`config.mk`:
```
export PLATFORM = sky130hd
export DESIGN_NAME = pwm_ramp_ctrl
export DESIGN_NICKNAME = d
export VERILOG_FILES = /design/src/rtl/pwm_ramp_ctrl.sv
export SDC_FILE = /design/constraint.sdc
export NUM_CORES = 1
export LEC_CHECK = 0
export ABC_AREA = 0
export ABC_CLOCK_PERIOD_IN_PS = 6690
export BUFFER_PORTS_ARGS = -buffer_cell sky130_fd_sc_hd__buf_4
export CAP_MARGIN = 10
export CORE_ASPECT_RATIO = 0.9
export CORE_MARGIN = 4
export CORE_UTILIZATION = 30
export DETAILED_ROUTE_END_ITERATION = 10
export GPL_TIMING_DRIVEN = 0
export PLACE_DENSITY = 0.57
export SYNTH_ARGS = -nofsm -noshare
export SYNTH_HDL_FRONTEND = slang
export SYNTH_SLANG_ARGS = --single-unit
```
`constraint.sdc`:
```
create_clock -name clk -period 6.69 [get_ports clk]
set_clock_uncertainty 0.05 [all_clocks]
set_input_delay 0.3345 -clock clk [delete_from_list [all_inputs] [get_ports clk]]
set_output_delay 0.3345 -clock clk [all_outputs]
set_load 0.005 [all_outputs]
```
`src/rtl/pwm_ramp_ctrl.sv`:
```
// pwm_ramp_ctrl: upstream control stage for pwm_gen.
//
// Accepts duty/period commands over a valid/ready handshake and drives pwm_gen's period, h_time
// and en. h_time is slewed toward a target by a programmable step once per PWM period (soft start
// and soft stop). An internal period counter mirrors pwm_gen's CNT, so every update lands on the
// pwm_gen wrap cycle. rst must be the inverse of pwm_gen's rst_n to keep the counters aligned.
//
// Ports:
//   clk          system clock
//   rst          synchronous reset, active-high
//   cmd_valid    command present
//   cmd_ready    command can be accepted this cycle
//   cmd_period   requested PWM period in clk cycles (clamped to MIN_PERIOD)
//   cmd_h_target requested final high time in clk cycles (clamped to the period)
//   cmd_step     h_time change per period (0 is treated as 1)
//   cmd_stop     pulse: ramp h_time to 0, then disable
//   period       to pwm_gen.period
//   h_time       to pwm_gen.h_time
//   en           to pwm_gen.en
//   busy         high while ramping or stopping
//   done         one-cycle pulse when a ramp reaches its target or a stop completes
module pwm_ramp_ctrl #(
    parameter int unsigned W          = 16,
    parameter int unsigned DEF_PERIOD = 1000,
    parameter int unsigned MIN_PERIOD = 2
) (
    input  logic         clk,
    input  logic         rst,
    input  logic         cmd_valid,
    output logic         cmd_ready,
    input  logic [W-1:0] cmd_period,
    input  logic [W-1:0] cmd_h_target,
    input  logic [W-1:0] cmd_step,
    input  logic         cmd_stop,
    output logic [W-1:0] period,
    output logic [W-1:0] h_time,
    output logic         en,
    output logic         busy,
    output logic         done
);

    localparam logic [W-1:0] DefPeriod = W'(DEF_PERIOD);
    localparam logic [W-1:0] MinPeriod = W'(MIN_PERIOD);
    localparam logic [W-1:0] One       = W'(1);

    typedef enum logic [1:0] {StIdle, StRamp, StHold, StStop} state_e;

    state_e       state_q, state_d;
    logic [W-1:0] cnt_q, cnt_d;
    logic [W-1:0] period_q, period_d;
    logic [W-1:0] h_time_q, h_time_d;
    logic         en_q, en_d;
    logic         done_q, done_d;
    // Shadow copy of the last accepted command (clamped).
    logic [W-1:0] sp_q, sp_d;
    logic [W-1:0] st_q, st_d;
    logic [W-1:0] ss_q, ss_d;

    logic [W-1:0] sp_in, st_in, ss_in;
    logic         accept;
    logic         boundary;
    logic [W:0]   cnt_inc;
    logic         up;
    logic [W-1:0] diff;
    logic [W:0]   h_up;
    logic [W-1:0] h_dn_sat;

    // Clamp incoming command fields.
    always_comb begin
        sp_in = (cmd_period < MinPeriod) ? MinPeriod : cmd_period;
        st_in = (cmd_h_target > sp_in) ? sp_in : cmd_h_target;
        ss_in = (cmd_step == '0) ? One : cmd_step;
    end

    // A stop in HOLD takes priority over a simultaneous command, so ready drops with it.
    assign cmd_ready = (state_q == StIdle) || ((state_q == StHold) && !cmd_stop);
    assign accept    = cmd_valid && cmd_ready;

    // Wrap detection matches pwm_gen: last count of the period, never while idle.
    assign cnt_inc  = {1'b0, cnt_q} + {1'b0, One};
    assign boundary = (cnt_inc >= {1'b0, period_q}) && (state_q != StIdle);

    // Ramp arithmetic: subtraction is ordered so it never wraps; the rise saturates.
    always_comb begin
        up       = st_q > h_time_q;
        diff     = up ? (st_q - h_time_q) : (h_time_q - st_q);
        h_up     = {1'b0, h_time_q} + {1'b0, ss_q};
        h_dn_sat = (h_time_q > ss_q) ? (h_time_q - ss_q) : '0;
    end

    always_comb begin
        state_d  = state_q;
        period_d = period_q;
        h_time_d = h_time_q;
        en_d     = en_q;
        done_d   = 1'b0;
        sp_d     = sp_q;
        st_d     = st_q;
        ss_d     = ss_q;

        if (state_q == StIdle || boundary) begin
            cnt_d = '0;
        end else begin
            cnt_d = cnt_q + One;
        end

        unique case (state_q)
            StIdle: begin
                if (accept) begin
                    sp_d     = sp_in;
                    st_d     = st_in;
                    ss_d     = ss_in;
                    period_d = sp_in;
                    en_d     = 1'b1;
                    cnt_d    = '0;
                    state_d  = StRamp;
                end
            end
            StRamp: begin
                if (cmd_stop) begin
                    st_d    = '0;
                    state_d = StStop;
                end else if (boundary) begin
                    // A period retargeted from HOLD takes effect here, with the first step.
                    period_d = sp_q;
                    if (diff <= ss_q) begin
                        h_time_d = st_q;
                        done_d   = 1'b1;
                        state_d  = StHold;
                    end else if (up) begin
                        h_time_d = h_up[W] ? '1 : h_up[W-1:0];
                    end else begin
                        h_time_d = h_time_q - ss_q;
                    end
                end
            end
            StHold: begin
                if (cmd_stop) begin
                    st_d    = '0;
                    state_d = StStop;
                end else if (accept) begin
                    sp_d    = sp_in;
                    st_d    = st_in;
                    ss_d    = ss_in;
                    state_d = StRamp;
                end
            end
            StStop: begin
                if (boundary) begin
                    if (h_time_q == '0) begin
                        en_d    = 1'b0;
                        done_d  = 1'b1;
                        cnt_d   = '0;
                        state_d = StIdle;
                    end else begin
                        h_time_d = h_dn_sat;
                    end
                end
            end
            default: begin
                state_d = StIdle;
            end
        endcase
    end

    always_ff @(posedge clk) begin
        if (rst) begin
            state_q  <= StIdle;
            cnt_q    <= '0;
            period_q <= DefPeriod;
            h_time_q <= '0;
            en_q     <= 1'b0;
            done_q   <= 1'b0;
            sp_q     <= DefPeriod;
            st_q     <= '0;
            ss_q     <= One;
        end else begin
            state_q  <= state_d;
            cnt_q    <= cnt_d;
            period_q <= period_d;
            h_time_q <= h_time_d;
            en_q     <= en_d;
            done_q   <= done_d;
            sp_q     <= sp_d;
            st_q     <= st_d;
            ss_q     <= ss_d;
        end
    end

    assign period = period_q;
    assign h_time = h_time_q;
    assign en     = en_q;
    assign done   = done_q;
    assign busy   = (state_q == StRamp) || (state_q == StStop);

endmodule

```
==> reports/metrics.yaml <==
synth_compound_area_frac: 0.233
grt.overflow.total: 0
hold_viol: 0
path_buf_inv: 3
synth_area_leader_cell: "dfxtp_1"
crit_family: "compound AO/OA/AOI/OAI gates"
drv_slew: 0
crit_path_max_incr_delay_ps: 510
n_fill_cell: 3047
grt_first_pass_wirelength_um: 46700
first_pass_iters: 7
synthAdderAreaFrac: 0.175
wl_per_cell_um: 19.0
drtAntennaViolNets: 0
rsz0062_at_grt: "no"
routed_wl_um: 30400
finalWeightedCongestion: 0.923
place_area_sq_um: 9830
hold_path_class: "input port to flop"
tns_ps: 0
insertion_delay_ps: 360
synth-xor-area-share: 0.0482
ys_ff_latch: 100
critPathCaptureType: "flop"
synth-simple-area-share: 0.198
netlist_instances: 1138
cts_tree: "yes"
area_delta_synth_final_pct: 16.1
dieHeight_um: 170
grt_max_degree: 16
synthDominantCellAreaShare: 0.229
die_area_sq_um: 31900
path_clk_slew_ps: 80
slew_headroom: 0.349
final_area_sq_um: 10100
cp_cell_sequence: "ha_1 -> inv_1 -> fa_1 -> and3_1 -> o21a_1 -> o31ai_2 -> a22o_1 -> buf_6 -> mux2i_1 -> a21bo_1 -> a211o_1 -> a21bo_1 -> a21oi_2 -> xnor2_1 -> ha_1 -> nand2_1 -> nor4_1 -> o21ai_0 -> o2111ai_1 -> nand2_1 -> clkbuf_2 -> a21oi_1 -> o31ai_1 -> a311oi_1"
layout_common_cells: "133 x nand2_1, 116 x ha_1, 105 x inv_1"
worst_ep_arrival_time_ps: 6650
core_area_sq_um: 28300
root_buffer: "clkbuf_16"
drive_gt1_frac: 0.112
synth_area_leaders: "dfxtp_1 23%, ha_1 17%, nand2_1 5.7%"
initial_utilization: 0.308
period_share: 0.962
yosys_warnings: 0
max-clock-path-buffers: 2
synth.distinct_cells: 74
finalNetCount: 1411
vias_per_cell: 5.34
route.detailed.drc: 0
grt_usage: 0.186
row_count: 58
htreeDepth: 3
final_common_cell: "nand2_1"
synthesis.nets: 1310
synth_top_family_by_area: "compound AO/OA/AOI/OAI gates"
cts.sinks: 100
netlist_area_sq_um: 8730
route.vias.total: 8567
async_flop_share: 0
grt_pass1_vias: 8051
required_ps: 6900
min_period_ps: 6440
status: "finished clean"
syn_area_per_cell_sq_um: 7.67
dp_hpwl_um: 24800
seq_area_frac_synth: 0.229
cp_max_fo: 10
critPathKind: "flop to flop"
drv_cap: 0
clock.fmax_mhz: 155
synthMuxAreaShare: 0.0428
ys.flop_type: "dfxtp_1"
cts_made_buffers: 9
num_antenna_cells: 0
synth_edf_count: 0
startpoint_type: "flop"
finalSetupViolCount: 0
numPortBuffers: 86
antenna_found_initial: 0
die_w_um: 188
ios: 88
slowest_stage: "nor4_1"
drt_iter0_drc: 822
tightest_slew_ps: 965
-- synthesized netlist by cell type, types with 4 or more instances --
library cell,instances
nor3_1,14
inv_1,105
nand3_1,23
a211oi_1,25
buf_2,11
xor2_1,17
a21boi_0,6
o21a_1,13
nand3b_1,6
and4_1,4
o31ai_1,6
a21o_1,25
a21oi_1,85
o21ai_0,52
a31oi_1,8
a311oi_1,11
nor4_1,15
nand2b_1,13
fa_1,4
o21ai_1,7
mux2i_1,34
xnor2_1,31
o211ai_1,13
and3_1,9
nor2_1,88
and2_1,5
dfxtp_1,100
a221oi_1,8
ha_1,116
nand2_1,133
o21bai_1,8
nand4_1,11
clkbuf_1,39
nor2b_1,31
-- metrics by stage --
step,setup WS [ps],util,std cells,hold slack [ps]
5_1_grt,64.3,0.358,1604,173
3_5_place_dp,208,0.347,1584,397
2_1_floorplan,1550,-,1138,386
4_1_cts,151,0.357,1600,161
3_3_place_gp,191,0.347,1584,393
6_report,251,0.358,1604,174
-- metal layers --
metal / wire length (um) / vias up / global-route usage
met2: 12300 / 317 / 0.271
met1: 15300 / 4031 / 0.283
met3: 2290 / 26 / 0.0349
met4: 506 / 0 / 0.0415
li1: - / 4193 / -
met5: 0 / - / 0
-- repair_timing --
action | in CTS | in global routing
setup endpoints to repair | 0 | 16
hold buffers | 0 | 0
buffers inserted | 0 | 4
gates resized for setup | 0 | 4
-- flip-flops by register name (all words and copies together), names as in the netlist --
name,cells
en,1
cnt_q,16
done,1
period,16
sp_q,16
st_q,16
state_q,2
h_time,16
ss_q,16
-- worst paths after layout --
| check | from | end | slack (ps) | cells after the start |
|---|---|---|---|---|
| setup reg to reg | h_time[0]$_SDFFE_PP0P_ | h_time[12]$_SDFFE_PP0P_ | 250 | 24 |
| setup / recovery | h_time[0]$_SDFFE_PP0P_ | h_time[12]$_SDFFE_PP0P_ | 250 | 24 |
| hold reg to reg | sp_q[10]$_SDFFE_PP0P_ | sp_q[10]$_SDFFE_PP0P_ | 410 | 2 |
| hold / removal | cmd_step[13] | ss_q[13]$_SDFFE_PP0P_ | 170 | 3 |
-- final cells by class --
class                   instances  area [sq um]  area share
multi-input cells             877          6100       0.602
flip-flops and latches        100          2000       0.198
repair buffers                 90           676      0.0667
well taps                     360           450      0.0444
inverters                     106           398      0.0392
clock buffers                  12           246      0.0243
plain buffers                  55           240      0.0237
clock inverters                 4          25.0     0.00247
-- worst register-to-register path: stages, from the launching register on --
cell       delay [ps]
dfxtp_1           480
ha_1              220
inv_1              60
fa_1              400
and3_1            190
o21a_1            180
o31ai_2           270
a22o_1            190
buf_6             130
mux2i_1           210
a21bo_1           230
a211o_1           350
a21bo_1           230
a21oi_2           150
xnor2_1            90
ha_1              300
nand2_1            80
nor4_1            510
o21ai_0           260
o2111ai_1         190
nand2_1           410
clkbuf_2          430
a21oi_1           340
o31ai_1           120
a311oi_1          290
-- logic make-up (layout without fill, tap and decap cells) --
group	Yosys count	in the layout
fa+ha+maj	120	120
xor+xnor	48	48
compound gates	307	307
mux	37	37
simple gates	365	365
buf+inv	161	267
flops	100	100
Power is left out: the tool's default activity adds up to more than one toggle a clock period on the data nets, which glitch-free logic cannot reach.
